## src/rtl/sync_fifo_pkg.sv

```systemverilog
// Shared defaults and derived sizing constants for the synchronous FIFO.
package sync_fifo_pkg;

    localparam int DATA_WIDTH_DEF = 8;
    localparam int ADDR_WIDTH_DEF = 4;
    localparam int AEMPTY_LVL_DEF = 2;

    function automatic int fifo_depth(input int addr_width);
        return 2 ** addr_width;
    endfunction

    function automatic int fifo_cnt_width(input int addr_width);
        return addr_width + 1;
    endfunction

    localparam int DEPTH_DEF      = fifo_depth(ADDR_WIDTH_DEF);
    localparam int CNT_WIDTH_DEF  = fifo_cnt_width(ADDR_WIDTH_DEF);
    localparam int AFULL_LVL_DEF  = DEPTH_DEF - 2;

endpackage

```

## src/rtl/sync_fifo_ram.sv

```systemverilog
// Simple dual-port storage: one write port and one registered read port.
// Only the read register is reset; the array itself keeps its contents.
module sync_fifo_ram #(
    parameter int DATA_WIDTH = 8,
    parameter int ADDR_WIDTH = 4
) (
    input  logic                  clk,
    input  logic                  rst,
    input  logic                  we,
    input  logic [ADDR_WIDTH-1:0] waddr,
    input  logic [DATA_WIDTH-1:0] wdata,
    input  logic                  re,
    input  logic [ADDR_WIDTH-1:0] raddr,
    output logic [DATA_WIDTH-1:0] rdata
);

    logic [DATA_WIDTH-1:0] mem [0:(2**ADDR_WIDTH)-1];

    always_ff @(posedge clk) begin
        if (we) begin
            mem[waddr] <= wdata;
        end
    end

    // rdata holds its value whenever no read is accepted.
    always_ff @(posedge clk) begin
        if (rst) begin
            rdata <= '0;
        end else if (re) begin
            rdata <= mem[raddr];
        end
    end

endmodule

```

## src/rtl/sync_fifo_valid.sv

```systemverilog
// Synchronous FIFO with registered read data, a one-cycle valid strobe,
// occupancy flags and sticky overflow/underflow indicators.
module sync_fifo_valid
    import sync_fifo_pkg::*;
#(
    parameter int DATA_WIDTH = DATA_WIDTH_DEF,
    parameter int ADDR_WIDTH = ADDR_WIDTH_DEF,
    parameter int AFULL_LVL  = fifo_depth(ADDR_WIDTH) - 2,
    parameter int AEMPTY_LVL = AEMPTY_LVL_DEF
) (
    input  logic                  clk,
    input  logic                  rst,
    input  logic                  wr_en,
    input  logic [DATA_WIDTH-1:0] wdata,
    input  logic                  rd_en,
    output logic [DATA_WIDTH-1:0] rdata,
    output logic                  valid,
    output logic                  full,
    output logic                  empty,
    output logic                  almost_full,
    output logic                  almost_empty,
    output logic [ADDR_WIDTH:0]   count,
    output logic                  overflow,
    output logic                  underflow
);

    localparam int                DEPTH    = fifo_depth(ADDR_WIDTH);
    localparam logic [ADDR_WIDTH:0] DEPTH_C  = DEPTH[ADDR_WIDTH:0];
    localparam logic [ADDR_WIDTH:0] AFULL_C  = AFULL_LVL[ADDR_WIDTH:0];
    localparam logic [ADDR_WIDTH:0] AEMPTY_C = AEMPTY_LVL[ADDR_WIDTH:0];

    logic [ADDR_WIDTH-1:0] wr_ptr;
    logic [ADDR_WIDTH-1:0] rd_ptr;
    logic                  wr_acc;
    logic                  rd_acc;

    // Handshake: a request is accepted on the edge where wr_en && !full
    // (write) or rd_en && !empty (read); valid is high for exactly the one
    // cycle after an accepted read, while rdata carries that word.
    assign wr_acc = wr_en && !full;
    assign rd_acc = rd_en && !empty;

    assign full         = (count == DEPTH_C);
    assign empty        = (count == '0);
    assign almost_full  = (count >= AFULL_C);
    assign almost_empty = (count <= AEMPTY_C);

    sync_fifo_ram #(
        .DATA_WIDTH(DATA_WIDTH),
        .ADDR_WIDTH(ADDR_WIDTH)
    ) u_ram (
        .clk   (clk),
        .rst   (rst),
        .we    (wr_acc && !rst),
        .waddr (wr_ptr),
        .wdata (wdata),
        .re    (rd_acc),
        .raddr (rd_ptr),
        .rdata (rdata)
    );

    always_ff @(posedge clk) begin
        if (rst) begin
            wr_ptr    <= '0;
            rd_ptr    <= '0;
            count     <= '0;
            valid     <= 1'b0;
            overflow  <= 1'b0;
            underflow <= 1'b0;
        end else begin
            valid <= rd_acc;
            if (wr_acc) begin
                wr_ptr <= wr_ptr + 1'b1;
            end
            if (rd_acc) begin
                rd_ptr <= rd_ptr + 1'b1;
            end
            case ({wr_acc, rd_acc})
                2'b10:   count <= count + 1'b1;
                2'b01:   count <= count - 1'b1;
                default: count <= count;
            endcase
            if (wr_en && full) begin
                overflow <= 1'b1;
            end
            if (rd_en && empty) begin
                underflow <= 1'b1;
            end
        end
    end

endmodule

```

## config.mk

```make
export PLATFORM = sky130hd
export DESIGN_NAME = sync_fifo_valid
export DESIGN_NICKNAME = d
export VERILOG_FILES = /design/src/rtl/sync_fifo_pkg.sv /design/src/rtl/sync_fifo_ram.sv /design/src/rtl/sync_fifo_valid.sv
export SDC_FILE = /design/constraint.sdc
export NUM_CORES = 1
export LEC_CHECK = 0
export CORE_ASPECT_RATIO = 0.75
export CORE_MARGIN = 8
export CORE_UTILIZATION = 40
export DETAILED_ROUTE_END_ITERATION = 10
export HOLD_SLACK_MARGIN = 0.12
export PLACE_DENSITY = 0.57
export REMOVE_ABC_BUFFERS = 1
export SYNTH_ARGS = -nofsm -noshare
export SYNTH_HDL_FRONTEND = slang
export SYNTH_SLANG_ARGS = --single-unit
export TNS_END_PERCENT = 50
```

## constraint.sdc

```tcl
create_clock -name clk -period 3.4 [get_ports clk]
set_input_delay 1.02 -clock clk [delete_from_list [all_inputs] [get_ports clk]]
set_output_delay 1.02 -clock clk [all_outputs]
set_load 0.03 [all_outputs]
```

# --- Word-level counts from Yosys, hierarchy flattened ---
# Memories as Yosys holds them, arrays and structs flattened. A register that Yosys moved wholly into a read port is not among the register bits.
# Index checks and enable logic that the tools add are counted.
# W data, S select, Z words.
classes:
  n_addsub: 4
  mul: 0
  n_div: 0
  magnitude_cmp: 2
  eq_ne: 3
  n_shift: 0
  muxes: 3
  bitwise: 0
  n_reduce_logical: 10
ops:
  columns: ["operator", "n"]
  rows:
  - ["$pmux W5 S2", 1]
  - ["$add A4 B1 Y4 const B", 2]
  - ["$add A5 B1 Y5 const B", 1]
  - ["$eq A5 B5 Y1 const B", 1]
  - ["$ge A5 B4 Y1 const B", 1]
  - ["$le A5 B2 Y1 const B", 1]
  - ["$logic_and A1 B1 Y1", 5]
  - ["$logic_not A5 Y1", 1]
  - ["$sub A5 B1 Y5 const B", 1]
  - ["$logic_not A1 Y1", 3]
  - ["$eq A2 B1 Y1 const B", 1]
  - ["$eq A2 B2 Y1 const B", 1]
  - ["$mux W1", 2]
  - ["$reduce_bool A2 Y1", 1]
totals:
  register_bits: 16
  latchBits: 0
  ram_bits: 128
  mem_bits_ro: 0
  in_bits: 12
  wordCells: 29
  memories: 1
memory_table:
  columns: ["memory", "words", "word_bits", "read_ports", "rd_ports_with_merged_regs", "wr", "line", "source"]
  rows:
  - ["u_ram.mem", 16, 8, 1, 1, 1, "sync_fifo_ram.sv:17", "logic [DATA_WIDTH-1:0] mem [0:(2**ADDR_WIDTH)-1];"]

# --- Depth between registers and ports, before layout ---
# Gate-level depths: netlist of the first run.
depth:
  ltp_word: 6
  ltp_mapped: 11
  ltp_nobuf: 11

# --- Modules after synthesis ---
# From an unflattened synthesis of the first run, not the netlist that was laid out.
hier_totals:
  hier_cells: 407
  hier_area_um2: 6172.2
by_module_without_submodules:
  columns: ["mod", "instances", "cells_per_inst", "area_per_inst_um2", "seq_area_each_um2"]
  rows:
  - ["sync_fifo_ram", 1, 316, 5343.9, 4003.8]
  - ["sync_fifo_valid", 1, 91, 828.3, 320.3]

# --- Least setup slack after synthesis of the first run ---
# OpenSTA, ideal clock, no wires.
synth_path:
  path_kind: "input -> register"
  from: "in rd_en"
  to: "reg count[4]"
  t_arrival_ns: 3.005
  required_time_ns: 3.279
  path_slack_ns: 0.275
  stages: 11
  path_cell_list: "inv_1 a21oi_1 buf_2 ha_1 inv_1 fa_1 nor2b_1 o21ai_0 nand3_1 or3b_1 mux2_2"
synth_via:
  elab_chain_cells: 3
synth_rtl:
  columns: ["item", "line", "source"]
  rows:
  - ["from (decl)", "sync_fifo_valid.sv:15", "input logic rd_en,"]
  - ["$logic_and A1 B1 Y1 *", "sync_fifo_valid.sv:41", "assign rd_acc = rd_en && !empty;"]
  - ["net rd_acc", "sync_fifo_valid.sv:35", "logic rd_acc;"]
  - ["$eq A2 B1 Y1 or $eq A2 B2 Y1 (tied branches)", "sync_fifo_valid.sv:78", "case ({wr_acc, rd_acc})"]
  - ["$pmux W5 S2 or $reduce_bool A2 Y1 (tied branches)", null, null]
  - ["to (signal assigned)", "sync_fifo_valid.sv:79", "2'b10: count <= count + 1'b1;"]
  - ["to (signal assigned)", "sync_fifo_valid.sv:80", "2'b01: count <= count - 1'b1;"]
  - ["to (signal assigned)", "sync_fifo_valid.sv:81", "default: count <= count;"]
  - ["to (decl)", "sync_fifo_valid.sv:22", "output logic [ADDR_WIDTH:0] count,"]
# The timed path passes the listed nets; every way through them passes the cells marked *.
# A chain may end at the register's enable or synchronous reset.

# --- Worst setup path in the final report of the first run ---
layout_path:
  from: "reg count[0]"
  to: "out empty"
layout_via:
  elab_chain_cells: 1
layout_rtl:
  columns: ["item", "line", "source"]
  rows:
  - ["$logic_not A5 Y1", "sync_fifo_valid.sv:44", "assign empty = (count == '0);"]
  - ["to (decl)", "sync_fifo_valid.sv:19", "output logic empty,"]
# Every way passes these cells.

==> out/qor.log, run 1 <==
[global_route] All-Layer GR Usage 14.6%
[yosys] total of warnings raised by yosys 0
[worst_setup_path] depth of the worst register-to-register path 11
[placement] dpl cell area 6730 um2
[worst_setup_path] nature of the critical path endpoint output port
[sta] final count of pins violating max slew 0
[flow_run] Max-Cap Viols 0
[drt] total via count after detailed routing 3,411
[sta] transition time at the pin with the least slew margin 718 ps
[worst_setup_path] type of the worst setup path reg2out
[floorplanning] area enclosed by the die boundary 19,500 um2
[worst_setup_path] Critical Path Fanout Max 6
[drt] Antenna Nets Post-Route 0
[clocking] quantity of hold-fixing buffers added after cts 0
[power] leakage power 0.00235 uW
[global_route] wire length of the first global-routing pass 20.4 mm
[global_route] initial antenna violation count 0
[cells_and_area] layout cell share with drive strength beyond 1 12.8%
[clocking] number of setup buffers added after CTS 0
[clocking] Clock transition at path regs 60 ps
[yosys] number of synthesized register bits 152
[power] switching part of the total power 28.4%
[yosys] count of mapped cells out of synthesis 400
[yosys] average cell area after synthesis 15.2 um2
[sta] crit path setup slack, layout 156 ps
[sta] RSZ-0062 raised after global routing no
[drt] average wire length per cell after detail routing 19.8 um
[power] cell internal power dissipation 3840 uW
[global_route] vias in the first global route 3,418
[power] worst voltage drop across the vdd grid 0.363 mV
[yosys] number of distinct library cells after synthesis 35
[drt] residual DRC count 0
[power] total power per unit cell area 728 nW/um2
[min_path] hold path endpoint overflow
[min_path] Worst Hold Class reg2reg
[clocking] clock latency on the worst-skew pair 410 ps
[placement] number of cells after detailed placement 640
[cells_and_area] non-filler cells in the finished layout 672
[cells_and_area] number of fill cells in the layout 1,275
[placement] estimated wirelength of the detail-placed design 8.75 mm
[min_path] Hold Path Stages 2
[placement] Place WS -182 ps
[sta] Worst Clk Skew 7.35 ps
[sta] worst max-slew margin expressed relative to the limit 52.0%
[run_status] run status completed
[worst_setup_path] launching element type of the critical path flip-flop
[sta] portion of the clock cycle consumed by the worst path in the final layout 95.4%
[cells_and_area] Finished Core Util 48.8%
[drt] number of vias per cell after detailed routing 5.08
[worst_setup_path] Reg2Reg Launch Point count[0]
[yosys] most area-hungry cell type in the Yosys netlist edfxtp_1
[clocking] maximum level of the CTS H-tree 4
[clocking] cts bufs inserted 17
[drt] first-iteration detailed-routing DRC count 237
[cells_and_area] combined area of the multi-input logic cells 1610 um2
[sta] Final Critical Period 3240 ps
[worst_setup_path] FF-to-FF End count[4]
[global_route] pin count of the biggest net entering global routing 35
[yosys] post-synth top area share 63.0%
[floorplanning] die height 123 um
[clocking] library cell used as clock root buffer clkbuf_16
[worst_setup_path] setup slack of the most critical reg-to-reg path 470 ps
[sta] aggregate negative setup slack 0 ps
[power] part of the total power dissipated in the clock network 36.7%
[sta] Max Clk Rate 308 MHz
[placement] global placement routability congestion 0.792
[sta] number of failing setup endpoints in the final timing report 0
[power] Gate power share 21.4%
[global_route] leftover overflow at the end of global routing 0
[clocking] count of cells resized by post-cts repair 0
[sta] count of final hold-check violations 0
[power] switching pwr 1520 uW
[floorplanning] io pins 32
[drt] DR pass1 iterations 5
[placement] number of port buffers 31
[cells_and_area] final-stage net count 476
[yosys] cells taking the most area after synthesis edfxtp_1, mux2i_1, dfxtp_1
[cells_and_area] antenna fix cells 0
[yosys] sequential cell area fraction in the yosys report 70.9%
[worst_setup_path] Crit path required time 2380 ps
[clocking] Longest Clk Path Bufs 2
[yosys] Synth Cell Area 6100 um2
[floorplanning] core region area 15,100 um2
[floorplanning] horizontal extent of the die 159 um
[floorplanning] starting density of the core 40.4%
[power] proportion of power drawn by flip-flops and latches 41.9%
[clocking] number of clock sinks seen by CTS 152
[floorplanning] placement row count 39
[cells_and_area] footprint of the flip-flops and latches 4330 um2
[min_path] hold path startpoint overflow
[clocking] clock tree from TritonCTS done
[worst_setup_path] Arrival @ worst endpoint 2220 ps
[drt] total detailed-routing wirelength 13.3 mm
[cells_and_area] total non-filler cell area in the finished layout 7360 um2
[cells_and_area] area grow syn2layout 20.7%
==> worst max-delay path, cell delays in order (launching register included) <==
cell,delay [ps]
dfxtp_1,380
nor4_2,510
and2_1,240
clkdlybuf4s50_1,680
==> power groups by stage <==
stage	Clock, uW	Combinational, uW	Sequential [uW]
finish	1970	1150	2240
global route	2080	1240	2270
CTS	2000	1160	2250
detailed placement	0	1160	2280
global placement	0	1140	2280
floorplan	0	514	2420
==> metal layers <==
layer,up-vias,GRT usage (%),part of all wire (%)
li1,1643,-,-
met1,1704,20.8,50
met2,56,21.2,45
met3,8,3.91,3.9
met4,0,4.94,0.67
met5,-,0,0
==> worst max path at each step <==
stage                   from       end  slack, ps  depth (start not counted)
detailed placement     rd_en  count[4]       -180                         11
global route        count[0]     empty         60                          3
CTS                 count[0]     empty        130                          3
global placement       rd_en  count[4]        -60                         11
finish              count[0]     empty        160                          3
floorplan              rd_en  count[4]       -370                         10
==> area by class of cell <==
cell class	count	area share (%)
Sequential cell	152	58.8
Multi-Input combinational cell	219	21.9
Timing Repair Buffer	55	6.84
Clock buffer	18	5.83
Tap cell	205	3.49
Clock inverter	14	2.69
Inverter	9	0.459
==> metrics by stage <==
step | hold slack, ps | power (uW)
after CTS | 471 | 5410
after floorplan | 529 | 2940
after global routing | 499 | 5580
after detailed placement | 455 | 3440
after global placement | 454 | 3420
final | 466 | 5360
==> sequential cells by signal (all words and copies together) (netlist names) <==
name,count
u_ram.mem,128
u_ram.rdata,8
count,5
rd_ptr,4
wr_ptr,4
overflow,1
underflow,1
valid,1
==> Yosys cell counts <==
master and instances:
nor2b_1 2, a2111oi_0 1, edfxtp_1 128, o21ai_0 1, and2_1 2, buf_1 1, fa_1 1, or3_1 2
ha_1 9, buf_6 5, clkbuf_2 3, nor4_1 8, a211oi_1 8, or3b_2 1, xor2_1 5, nand3_1 3
buf_2 5, nor3_1 2, clkbuf_1 3, a21boi_2 1, xnor2_1 3, nor2_1 44, inv_1 9, a21o_1 1
nand3b_1 4, nor4_2 1, nand4_1 2, nand2_1 8, o22ai_1 32, or3b_1 3, dfxtp_1 24, mux2_2 1
buf_4 3, mux2i_1 66, a21oi_1 8
==> placed cells by master (no fill, tap or decap), types with 2 or more instances in the layout <==
cell             count
bufinv_16            4
nor3_1               2
buf_4               23
xnor2_1              3
xor2_1               5
dfxtp_1             23
clkdlybuf4s50_1     31
ha_1                 9
nor4_1               8
clkinv_4             2
nor2b_1              2
inv_6                2
mux2i_1             66
inv_1                9
o22ai_1             32
nand2_1              8
edfxtp_1           128
and2_1               2
nand3_1              3
or3_1                2
clkbuf_16           17
nand4_1              2
a21oi_1              7
nor2_1              44
nand3b_1             4
clkinvlp_4           3
a211oi_1             8
or3b_1               3
==> cell families (layout without fill, tap and decap cells) <==
| family | Yosys count | in the layout | share of synthesized area [%] |
|---|---|---|---|
| multiplexers | 67 | 67 | 11.0 |
| buffers and inverters | 29 | 96 | 2.75 |
| XOR/XNOR | 8 | 8 | 1.15 |
| flip-flops | 152 | 152 | 70.9 |
| AND/OR/NAND/NOR | 82 | 82 | 6.53 |
| adder cells (fa/ha/maj) | 10 | 10 | 2.18 |
| AO/OA/AOI/OAI | 52 | 52 | 5.46 |
No activity file was read; power rests on OpenSTA's default activity.
==> run 2: changes to the inputs <==
Settings changed: CAP_MARGIN from default to 20.
==> results of run 2 <==
The final DEF is identical to that of run 1; final timing and power are the same.
==> run 3: changes to the inputs <==
Settings changed: CORE_UTILIZATION 40 to 45, PLACE_DENSITY 0.57 to 0.63.
==> run 3 against run 2 <==
Via count grew 1.1%. Critical path depth is the same. Core utilization grew 5.4 points. Final area shrank 0.80%. Largest cell class unchanged. Critical endpoint unchanged. Cell count shrank 4.5%.
==> out/qor.log, run 3 (synthesized netlist as in run 1, its figures left out) <==
[global_route] wire length of the first global-routing pass 19.3 mm
[power] cell internal power dissipation 3790 uW
[cells_and_area] antenna fix cells 0
[floorplanning] starting density of the core 45.3%
[clocking] maximum level of the CTS H-tree 4
[cells_and_area] final-stage net count 476
[worst_setup_path] CP endpoint empty
[floorplanning] io pins 32
[worst_setup_path] launching element type of the critical path flip-flop
[power] total power per unit cell area 723 nW/um2
[sta] worst max-slew margin expressed relative to the limit 52.1%
[floorplanning] placement row count 37
[drt] total via count after detailed routing 3,447
[worst_setup_path] depth of the worst register-to-register path 11
[cells_and_area] largest registers u_ram.mem (128), u_ram.rdata (8), count (5)
[global_route] All-Layer GR Usage 15.2%
[drt] Top Layer Used met4
[global_route] leftover overflow at the end of global routing 0
[clocking] quantity of hold-fixing buffers added after cts 0
[placement] number of port buffers 31
[worst_setup_path] nature of the critical path endpoint output port
[sta] count of final hold-check violations 0
[clocking] count of cells resized by post-cts repair 0
[drt] total detailed-routing wirelength 12.6 mm
[placement] estimated wirelength of the detail-placed design 8.27 mm
[flow_run] Max-Cap Viols 0
[worst_setup_path] FF-to-FF End count[4]
[worst_setup_path] type of the worst setup path reg2out
[power] leakage power 0.00234 uW
[clocking] clock latency on the worst-skew pair 410 ps
[global_route] initial antenna violation count 0
[worst_setup_path] Arrival @ worst endpoint 2270 ps
[min_path] Worst Hold Class reg2reg
[clocking] Clock transition at path regs 60 ps
[drt] DR pass1 iterations 5
[floorplanning] area enclosed by the die boundary 17,600 um2
[cells_and_area] most frequent standard cell in the layout excluding fill and tap cells edfxtp_1
[cells_and_area] area grow syn2layout 19.7%
[floorplanning] horizontal extent of the die 150 um
[cells_and_area] register with the most flip-flops u_ram.mem
[power] Gate power share 21.5%
[clocking] library cell used as clock root buffer clkbuf_16
[worst_setup_path] cell breakdown of the critical path nor4_2, and2_1, clkdlybuf4s50_1
[drt] met3 wire length 769 um
[drt] total length of routed met2 wires 5.72 mm
[worst_setup_path] Critical Path Fanout Max 6
[cells_and_area] top library cells by usage in the layout, fill and taps aside edfxtp_1, mux2i_1, nor2_1
[sta] crit path setup slack, layout 113 ps
[power] part of the total power dissipated in the clock network 36.1%
[sta] portion of the clock cycle consumed by the worst path in the final layout 96.7%
[clocking] clock tree from TritonCTS done
[clocking] cts bufs inserted 17
[floorplanning] core region area 13,500 um2
[placement] Place WS -111 ps
[drt] Antenna Nets Post-Route 0
[clocking] number of setup buffers added after CTS 0
[cells_and_area] non-filler cells in the finished layout 642
[worst_setup_path] slowest cell delay on critical path 680 ps
[clocking] number of clock sinks seen by CTS 152
[cells_and_area] number of flip-flops under the largest register name 128
[worst_setup_path] setup slack of the most critical reg-to-reg path 460 ps
[global_route] vias in the first global route 3,373
[drt] number of vias per cell after detailed routing 5.37
[cells_and_area] layout cell share with drive strength beyond 1 12.6%
[sta] Max Clk Rate 304 MHz
[drt] first-iteration detailed-routing DRC count 212
[worst_setup_path] Reg2Reg Launch Point count[0]
[power] worst voltage drop across the vdd grid 0.504 mV
[worst_setup_path] Crit path required time 2380 ps
[sta] RSZ-0062 raised after global routing no
[drt] met1 wire length 6.00 mm
[clocking] Longest Clk Path Bufs 2
[worst_setup_path] highest-delay cell along the critical path clkdlybuf4s50_1
[sta] number of failing setup endpoints in the final timing report 0
[drt] residual DRC count 0
[power] switching part of the total power 28.2%
[global_route] pin count of the biggest net entering global routing 38
[sta] final count of pins violating max slew 0
[power] switching pwr 1490 uW
[sta] Final Critical Period 3290 ps
[power] proportion of power drawn by flip-flops and latches 42.4%
[placement] global placement routability congestion 0.776
[worst_setup_path] Crit. Startpoint count[0]
[run_status] run status completed
[floorplanning] die height 117 um
[sta] transition time at the pin with the least slew margin 716 ps
[sta] Worst Clk Skew 8.94 ps
[placement] number of cells after detailed placement 610
[drt] average wire length per cell after detail routing 19.7 um
run 3: final cells by class:
cell class	count	area [um2]
Clock buffer	20	457
Timing Repair Buffer	55	503
Sequential cell	152	4330
Inverter	9	33.8
Fill cell	1043	6170
Multi-Input combinational cell	219	1610
Clock inverter	12	149
Tap cell	175	219
run 3: worst min path at each step:
stage | startpoint | end | cells past startpoint
4_1_cts | overflow | overflow | 2
3_5_place_dp | overflow | overflow | 2
3_3_place_gp | underflow | underflow | 2
2_1_floorplan | wr_ptr[3] | wr_ptr[3] | 2
5_1_grt | underflow | underflow | 2
6_report | overflow | overflow | 2
run 3: power groups by stage:
| stage | Sequential [uW] | Combinational (uW) | Clock [uW] |
|---|---|---|---|
| 6_report | 2240 | 1130 | 1910 |
| 3_5_place_dp | 2280 | 1140 | 0 |
| 2_1_floorplan | 2420 | 514 | 0 |
| 3_3_place_gp | 2270 | 1120 | 0 |
| 4_1_cts | 2240 | 1140 | 1930 |
| 5_1_grt | 2250 | 1230 | 2020 |
run 3: through the flow:
step / setup TNS [ps] / power [uW] / cell area (um2) / hold WS [ps] / util (%)
after floorplan: -374 / 2940 / 5960 / 529 / -
after global placement: -39.2 / 3390 / 6690 / 449 / 49.7
after detailed placement: -111 / 3420 / 6690 / 463 / 49.7
after CTS: 0 / 5310 / 7300 / 477 / 54.2
after global routing: 0 / 5500 / 7300 / 508 / 54.2
final: 0 / 5280 / 7300 / 467 / 54.2
run 3: routing by layer:
metal,track usage (%),up-vias
met4,5.84,0
met1,20.5,1719
met2,23.5,73
li1,-,1639
met3,3.57,16
met5,0,-
run 3: critical path, delay by kind of cell, from the launching register on:
family / cells / cell delay (ps)
buffers and inverters: 1 / 680
flip-flops: 1 / 370
AND/OR/NAND/NOR: 2 / 800
